==> src/rtl/dmem_arbiter.sv <==
`default_nettype none
// ============================================================================
// Module   : dmem_arbiter
// Brief    : Two-port (core / debug) arbiter in front of a single-port data
//            memory with 1-cycle read latency and starvation guard for debug.
//            Optional conflict counter enabled by defining DMEM_ARB_PERF_EN.
// Revision : 1.0 - initial release
// ============================================================================
module dmem_arbiter #(
  parameter int ADDR_W     = 32,
  parameter int DATA_W     = 32,
  parameter int STARVE_MAX = 4
) (
  input  logic                  clk,
  input  logic                  rst,
  input  logic                  c_req,
  input  logic                  c_we,
  input  logic [ADDR_W-1:0]     c_addr,
  input  logic [DATA_W-1:0]     c_wdata,
  input  logic [DATA_W/8-1:0]   c_wstrb,
  output logic                  c_gnt,
  output logic                  c_rvalid,
  output logic [DATA_W-1:0]     c_rdata,
  input  logic                  d_req,
  input  logic                  d_we,
  input  logic [ADDR_W-1:0]     d_addr,
  input  logic [DATA_W-1:0]     d_wdata,
  input  logic [DATA_W/8-1:0]   d_wstrb,
  output logic                  d_gnt,
  output logic                  d_rvalid,
  output logic [DATA_W-1:0]     d_rdata,
  output logic                  mem_en,
  output logic                  mem_we,
  output logic [ADDR_W-1:0]     mem_addr,
  output logic [DATA_W-1:0]     mem_wdata,
  output logic [DATA_W/8-1:0]   mem_wstrb,
  input  logic [DATA_W-1:0]     mem_rdata,
  output logic                  core_stall,
  output logic [15:0]           conflict_cnt
);

  localparam logic [3:0] STARVE_LIM = 4'(STARVE_MAX);

  typedef enum logic [1:0] {
    OWN_NONE = 2'd0,
    OWN_C    = 2'd1,
    OWN_D    = 2'd2
  } owner_e;

  owner_e              owner_q, owner_d;
  logic [3:0]          starve_q, starve_d;
  logic [DATA_W-1:0]   c_hold_q, c_hold_d;
  logic [DATA_W-1:0]   d_hold_q, d_hold_d;
  logic                w_d_prio;

  always_comb begin
    w_d_prio   = (starve_q >= STARVE_LIM);
    c_gnt      = ~rst & c_req & ~(d_req & w_d_prio);
    d_gnt      = ~rst & d_req & (~c_req | w_d_prio);
    core_stall = c_req & ~c_gnt;

    mem_en    = c_gnt | d_gnt;
    mem_we    = 1'b0;
    mem_addr  = '0;
    mem_wdata = '0;
    mem_wstrb = '0;
    if (c_gnt) begin
      mem_we    = c_we;
      mem_addr  = c_addr;
      mem_wdata = c_wdata;
      mem_wstrb = c_wstrb;
    end else if (d_gnt) begin
      mem_we    = d_we;
      mem_addr  = d_addr;
      mem_wdata = d_wdata;
      mem_wstrb = d_wstrb;
    end
  end

  // rvalid comes from the registered owner tag; rdata passes mem_rdata through
  // in the return cycle and otherwise replays the value captured at that edge.
  always_comb begin
    c_rvalid = (owner_q == OWN_C) & ~rst;
    d_rvalid = (owner_q == OWN_D) & ~rst;
    c_rdata  = c_rvalid ? mem_rdata : c_hold_q;
    d_rdata  = d_rvalid ? mem_rdata : d_hold_q;
  end

  always_comb begin
    owner_d = OWN_NONE;
    if (c_gnt && !c_we) begin
      owner_d = OWN_C;
    end else if (d_gnt && !d_we) begin
      owner_d = OWN_D;
    end

    starve_d = 4'd0;
    if (d_req && !d_gnt) begin
      starve_d = (starve_q == 4'hF) ? 4'hF : starve_q + 4'd1;
    end

    c_hold_d = c_rdata;
    d_hold_d = d_rdata;
  end

  always_ff @(posedge clk) begin
    if (rst) begin
      owner_q  <= OWN_NONE;
      starve_q <= 4'd0;
      c_hold_q <= '0;
      d_hold_q <= '0;
    end else begin
      owner_q  <= owner_d;
      starve_q <= starve_d;
      c_hold_q <= c_hold_d;
      d_hold_q <= d_hold_d;
    end
  end

`ifdef DMEM_ARB_PERF_EN
  logic [15:0] conflict_q, conflict_d;

  always_comb begin
    conflict_d = conflict_q;
    if (c_req && d_req && (conflict_q != 16'hFFFF)) begin
      conflict_d = conflict_q + 16'd1;
    end
  end

  always_ff @(posedge clk) begin
    if (rst) begin
      conflict_q <= 16'h0000;
    end else begin
      conflict_q <= conflict_d;
    end
  end

  assign conflict_cnt = conflict_q;
`else
  assign conflict_cnt = 16'h0000;
`endif

endmodule
`default_nettype wire

==> config.mk <==
export PLATFORM = sky130hd
export DESIGN_NAME = dmem_arbiter
export DESIGN_NICKNAME = d
export VERILOG_FILES = /design/src/rtl/dmem_arbiter.sv
export SDC_FILE = /design/constraint.sdc
export NUM_CORES = 1
export LEC_CHECK = 0
export ABC_AREA = 1
export CAP_MARGIN = 20
export CORE_AREA = 2 2 127 129
export DETAILED_ROUTE_END_ITERATION = 10
export DIE_AREA = 0 0 129 131
export GPL_TIMING_DRIVEN = 0
export PLACE_DENSITY = 0.74
export SYNTH_ARGS = -nofsm -noshare
export SYNTH_HDL_FRONTEND = slang
export SYNTH_SLANG_ARGS = --single-unit
==> constraint.sdc <==
create_clock -name clk -period 2.5 [get_ports clk]
set_input_delay 0.5 -clock clk [delete_from_list [all_inputs] [get_ports clk]]
set_output_delay 0.5 -clock clk [all_outputs]
set_load 0.02 [all_outputs]
# [Yosys cells after proc, flatten, opt, wreduce, memory -nomap -nowiden]
# Index checks and enable logic that the tools add are counted.
[word_totals] regBits=70 input_bits=174 out_inout_bits=155 word_cells=46
[classes] addsub=1 n_lt_le_gt_ge=1 n_eq_ne=3 muxes=13 n_bitwise=15 n_reduce_logical=8
[ops] op="two-way mux 32 bit" count=6
[ops] op="two-way mux 4 bit" count=3
[ops] op="AND 1 bit" count=8
[ops] op="NOT 1 bit" count=5
[ops] op="adder 4 x 1 -> 4 bit, second input constant" count=1
[ops] op="equality test 4 bit, second input constant" count=1
[ops] op="greater-or-equal comparator 4 x 3 -> 1 bit, second input constant" count=1
[ops] op="OR reduction 2 bit" count=2
[ops] op="logical AND 1 bit" count=3
[ops] op="zero test 1 bit" count=3
[ops] op="two-way mux 1 bit" count=3
[ops] op="equality test 2 x 1 -> 1 bit, second input constant" count=1
[ops] op="equality test 2 bit, second input constant" count=1
[ops] op="two-way mux 2 bit" count=1
[ops] op="OR 1 bit" count=2

# [Depth between registers and ports, before layout]
[logic_depth] ltp_word=7 depth_mapped=7

# [Worst setup path after synthesis]
# Ideal clock, no wire load.
[synth_timing] path_kind="input to output" start="input c_req" end="output core_stall" t_arrival_ns=1.294 required_time_ns=2.000 path_slack_ns=0.706 path_stages=6 path_cell_list="inv_1 > nor2_2 > buf_2 > nand2_1 > inv_1 > nor2_1"
[synth_between] elab_chain_cells=4
[synth_lines] item="start: declaration" line="16" source="input logic c_req,"
[synth_lines] item="AND 1 bit (2 in series)" line="58" source="c_gnt = ~rst & c_req & ~(d_req & w_d_prio);"
[synth_lines] item="via c_gnt" line="21" source="output logic c_gnt,"
[synth_lines] item="NOT 1 bit" line="60" source="core_stall = c_req & ~c_gnt;"
[synth_lines] item="AND 1 bit" line="60"
[synth_lines] item="end: declaration" line="38" source="output logic core_stall,"
# The timed path passes the listed nets, and every way through them passes these cells.

# [Worst setup path in the final report]
[layout_timing] start="input d_req" end="output mem_addr[20]"
[layout_between] elab_chain_cells=4
[layout_lines] item="start: declaration" line="24" source="input logic d_req,"
[layout_lines] item="AND 1 bit (on tied branches)" line="59, 58"
[layout_lines] item="AND 1 bit or NOT 1 bit (tied branches)" line="59, 58"
[layout_lines] item="two-way mux 32 bit or AND 1 bit (tied branches)" line="72, 58"
[layout_lines] item="two-way mux 32 bit *" line="67" source="if (c_gnt) begin"
[layout_lines] item="end: declaration" line="34" source="output logic [ADDR_W-1:0] mem_addr,"
# Every way passes the cells marked *; elsewhere a longest branch is shown, timed or not.

==> metrics <==
count leader, synth nand3_1; Max Slew Vio Count 0; Max Root-Sink Buffers 2; clock transition at the registers of the reported paths around 50 ps; input/output buffers between 300 and 400; max-cap viol count 0; Post-CTS Hold Fix Bufs 0; Area growth syn-to-layout 79.2%; Sinks on Clock Net 70; internal power between 0.002 and 0.0025 W; post-route ant nets 0; sequential fraction of design power 34.1%; crit-path max cell delay around 500 ps; Die W 129 µm; Final setup viols 0; Synth Instances roughly 800; I/O pins 329; area leader, netlist dfxtp_1; core area roughly 0.016 mm²; Crit-path slowest cell clkdlybuf4s50_1; Worst Path Buf+Inv 5; Reg2Reg Launch Point owner_q[1]$_SDFF_PP0_; CP Capture Type output pin; later-pin clock latency in the skew report ~330 ps; H-tree Lvls 3; asr flop ratio synth 0%; Chip Height 131 µm; fin area 0.00815 mm²; DP HPWL 16.4 mm; routed wire length ~20 mm; vias post-DR between 5000 and 6000; final worst-path cycle share a little over nine tenths; most frequent CP cell buf_6; outcome finished clean; vias per cell about 4.4; Mapped Area 0.00455 mm²; initial drt markers roughly 280; Initial Util 29.2%; kind of critical path input port to output pin; final net count approximately 1300; worst hold path type register to register; P_leak a little under 5 nW; Post-synth EDFFs 0; CTS root buf clkbuf_16; CP Cell Sequence clkdlybuf4s50_1, inv_1, nor2_4, buf_6, buf_6, nand3_1, nand2_1, clkdlybuf4s15_2; share of cells above drive strength 1 15.3%; Total GRT Usage 22.8%; Peak supply drop about 0.00028 V; largest cells by area after synthesis dfxtp_1 31%, nand3_1 23%, nand2_1 17%; Startpoint Class input port; CP Max Fanout 10; dpl cell area roughly 0.008 mm²; Yosys warnings 0; vias in the first global route 5740; Gate power share between 30% and 40%; fin crit period between 2000 and 2500 ps; Pre-Repair DR Iteration Count 5; TritonCTS clock tree yes; first-pass GRT wire length 29.7 mm; Clk network pwr share roughly a third; flops & latches, synth 70; Crit. Startpoint d_req; maximum clock rate around 400 MHz; pin count of the biggest net entering global routing 12; initial antenna violation count 5; Post-synth top cells 205 x nand3_1, 203 x nand2_1, 173 x inv_1; Synth top area share slightly above 30%; Rows 46; Psw roughly 0.0011 W; DR DRC count 0; post-synthesis sequential area ratio 30.8%; gp weighted congestion 0.912; CP required about 2000 ps; wire per inst 14.6 µm; delay-heaviest family, CP buffers and inverters; Switching Share 31.1%; Main synth FF type dfxtp_1; die area 0.0169 mm²; Final Core Density between 50% and 60%; Avg Inst Size Synth approximately 5.7 µm²; RSZ-0062 raised after global routing yes; Final Hold Viols 0; final global-route overflow total 0; CP Data Arrival Time between 1500 and 2000 ps; PD cells between 400 and 500 mW/mm²; Distinct cells, synth 18; Clock Skew between 6 and 7 ps; cts bufs inserted 9; worst hold start starve_q[0]$_SDFF_PP0_
state kept, by name, indices dropped and copies added, names as in the netlist:
signal / count
starve_q: 4
d_hold_q: 32
c_hold_q: 32
owner_q: 2
logic make-up after synthesis:
kind of cell	share of synthesized area, %
and+or+nand+nor	46.1
DFF	30.8
other	0.0824
buffers and inverters	22.5
AOI/OAI and AO/OA	0.302
adders and majority gates	0.275
worst min-delay path: cells and delay by family (launching register included):
| kind | cells | cell delay, ps |
|---|---|---|
| buffers and inverters | 1 | 50 |
| flip-flops | 1 | 330 |
| AND/OR/NAND/NOR | 2 | 90 |
final cells by class:
class                      count  area, µm²
fill                        1665       7440
timing repair buffer         321       2860
multi-input combinational    504       2220
sequential                    70       1400
inverter                     174        656
buffer                        70        473
tap                          216        270
clock buffer                  11        243
clock inverter                 4       23.8
antenna                        5       12.5
stage by stage:
stage | total power [W] | instances | hold slack [ps] | setup slack, ps | setup TNS (ps)
after CTS | 0.00345 | 1370 | 513 | 2.28 | 0
after floorplan | 0.00169 | 818 | 476 | 706 | 0
after global placement | 0.00232 | 1346 | 491 | -911 | -85290
after detailed placement | 0.00232 | 1346 | 504 | -940 | -88270
final | 0.00340 | 1375 | 514 | 69.9 | 0
after global routing | 0.00357 | 1375 | 552 | -5.85 | -11.0
routing by layer:
metal | share of wire (%) | global-route usage, % | up-vias
met4 | 3.1 | 11.1 | 0
met3 | 7.5 | 6.84 | 40
met1 | 36 | 23.5 | 2650
met5 | 0 | 0 | -
li1 | - | - | 3078
met2 | 53 | 42.3 | 228
power groups by stage:
| stage | logic, W | registers (W) | clock network, W |
|---|---|---|---|
| 2_1_floorplan | 0.000508 | 0.00118 | 0 |
| 4_1_cts | 0.00110 | 0.00116 | 0.00119 |
| 3_5_place_dp | 0.00114 | 0.00118 | 0 |
| 6_report | 0.00108 | 0.00116 | 0.00116 |
| 5_1_grt | 0.00116 | 0.00116 | 0.00124 |
| 3_3_place_gp | 0.00113 | 0.00118 | 0 |
placed cells by master (no fill, tap or decap):
| cell | count |
|---|---|
| clkbuf_1 | 1 |
| clkinv_2 | 3 |
| conb_1 | 17 |
| clkdlybuf4s15_2 | 12 |
| o21ai_2 | 1 |
| nand2_2 | 2 |
| clkbuf_16 | 9 |
| clkdlybuf4s15_1 | 2 |
| dlymetal6s2s_1 | 4 |
| clkdlybuf4s50_1 | 171 |
| clkbuf_8 | 4 |
| clkbuf_2 | 15 |
| dfxtp_1 | 70 |
| nand3_2 | 3 |
| buf_4 | 42 |
| nor2_4 | 4 |
| inv_4 | 1 |
| nor2_1 | 70 |
| buf_2 | 72 |
| nand3_1 | 203 |
| clkinv_4 | 1 |
| nand4_1 | 1 |
| diode_2 | 5 |
| dlygate4sd2_1 | 62 |
| clkbuf_4 | 3 |
| o21ai_0 | 1 |
| buf_6 | 5 |
| nand2_1 | 201 |
| inv_1 | 173 |
| ha_1 | 1 |
final timing paths:
path / endpoint / slack (ps) / depth (start not counted)
worst max-delay path: mem_addr[20] / 70 / 8
worst min-delay path: starve_q[0]$_SDFF_PP0_ / 510 / 3
worst max register to register: c_hold_q[2]$_SDFF_PP0_ / 1220 / 7
worst min register to register: starve_q[0]$_SDFF_PP0_ / 510 / 3
timing repair:
action | 4_1_cts | 5_1_grt
setup buffers | 8 | 0
pin swaps | 3 | 1
setup endpoints to repair | 139 | 103
gates cloned | 1 | 0
gates resized for setup | 347 | 69
Power figures use the tool's default switching activity.
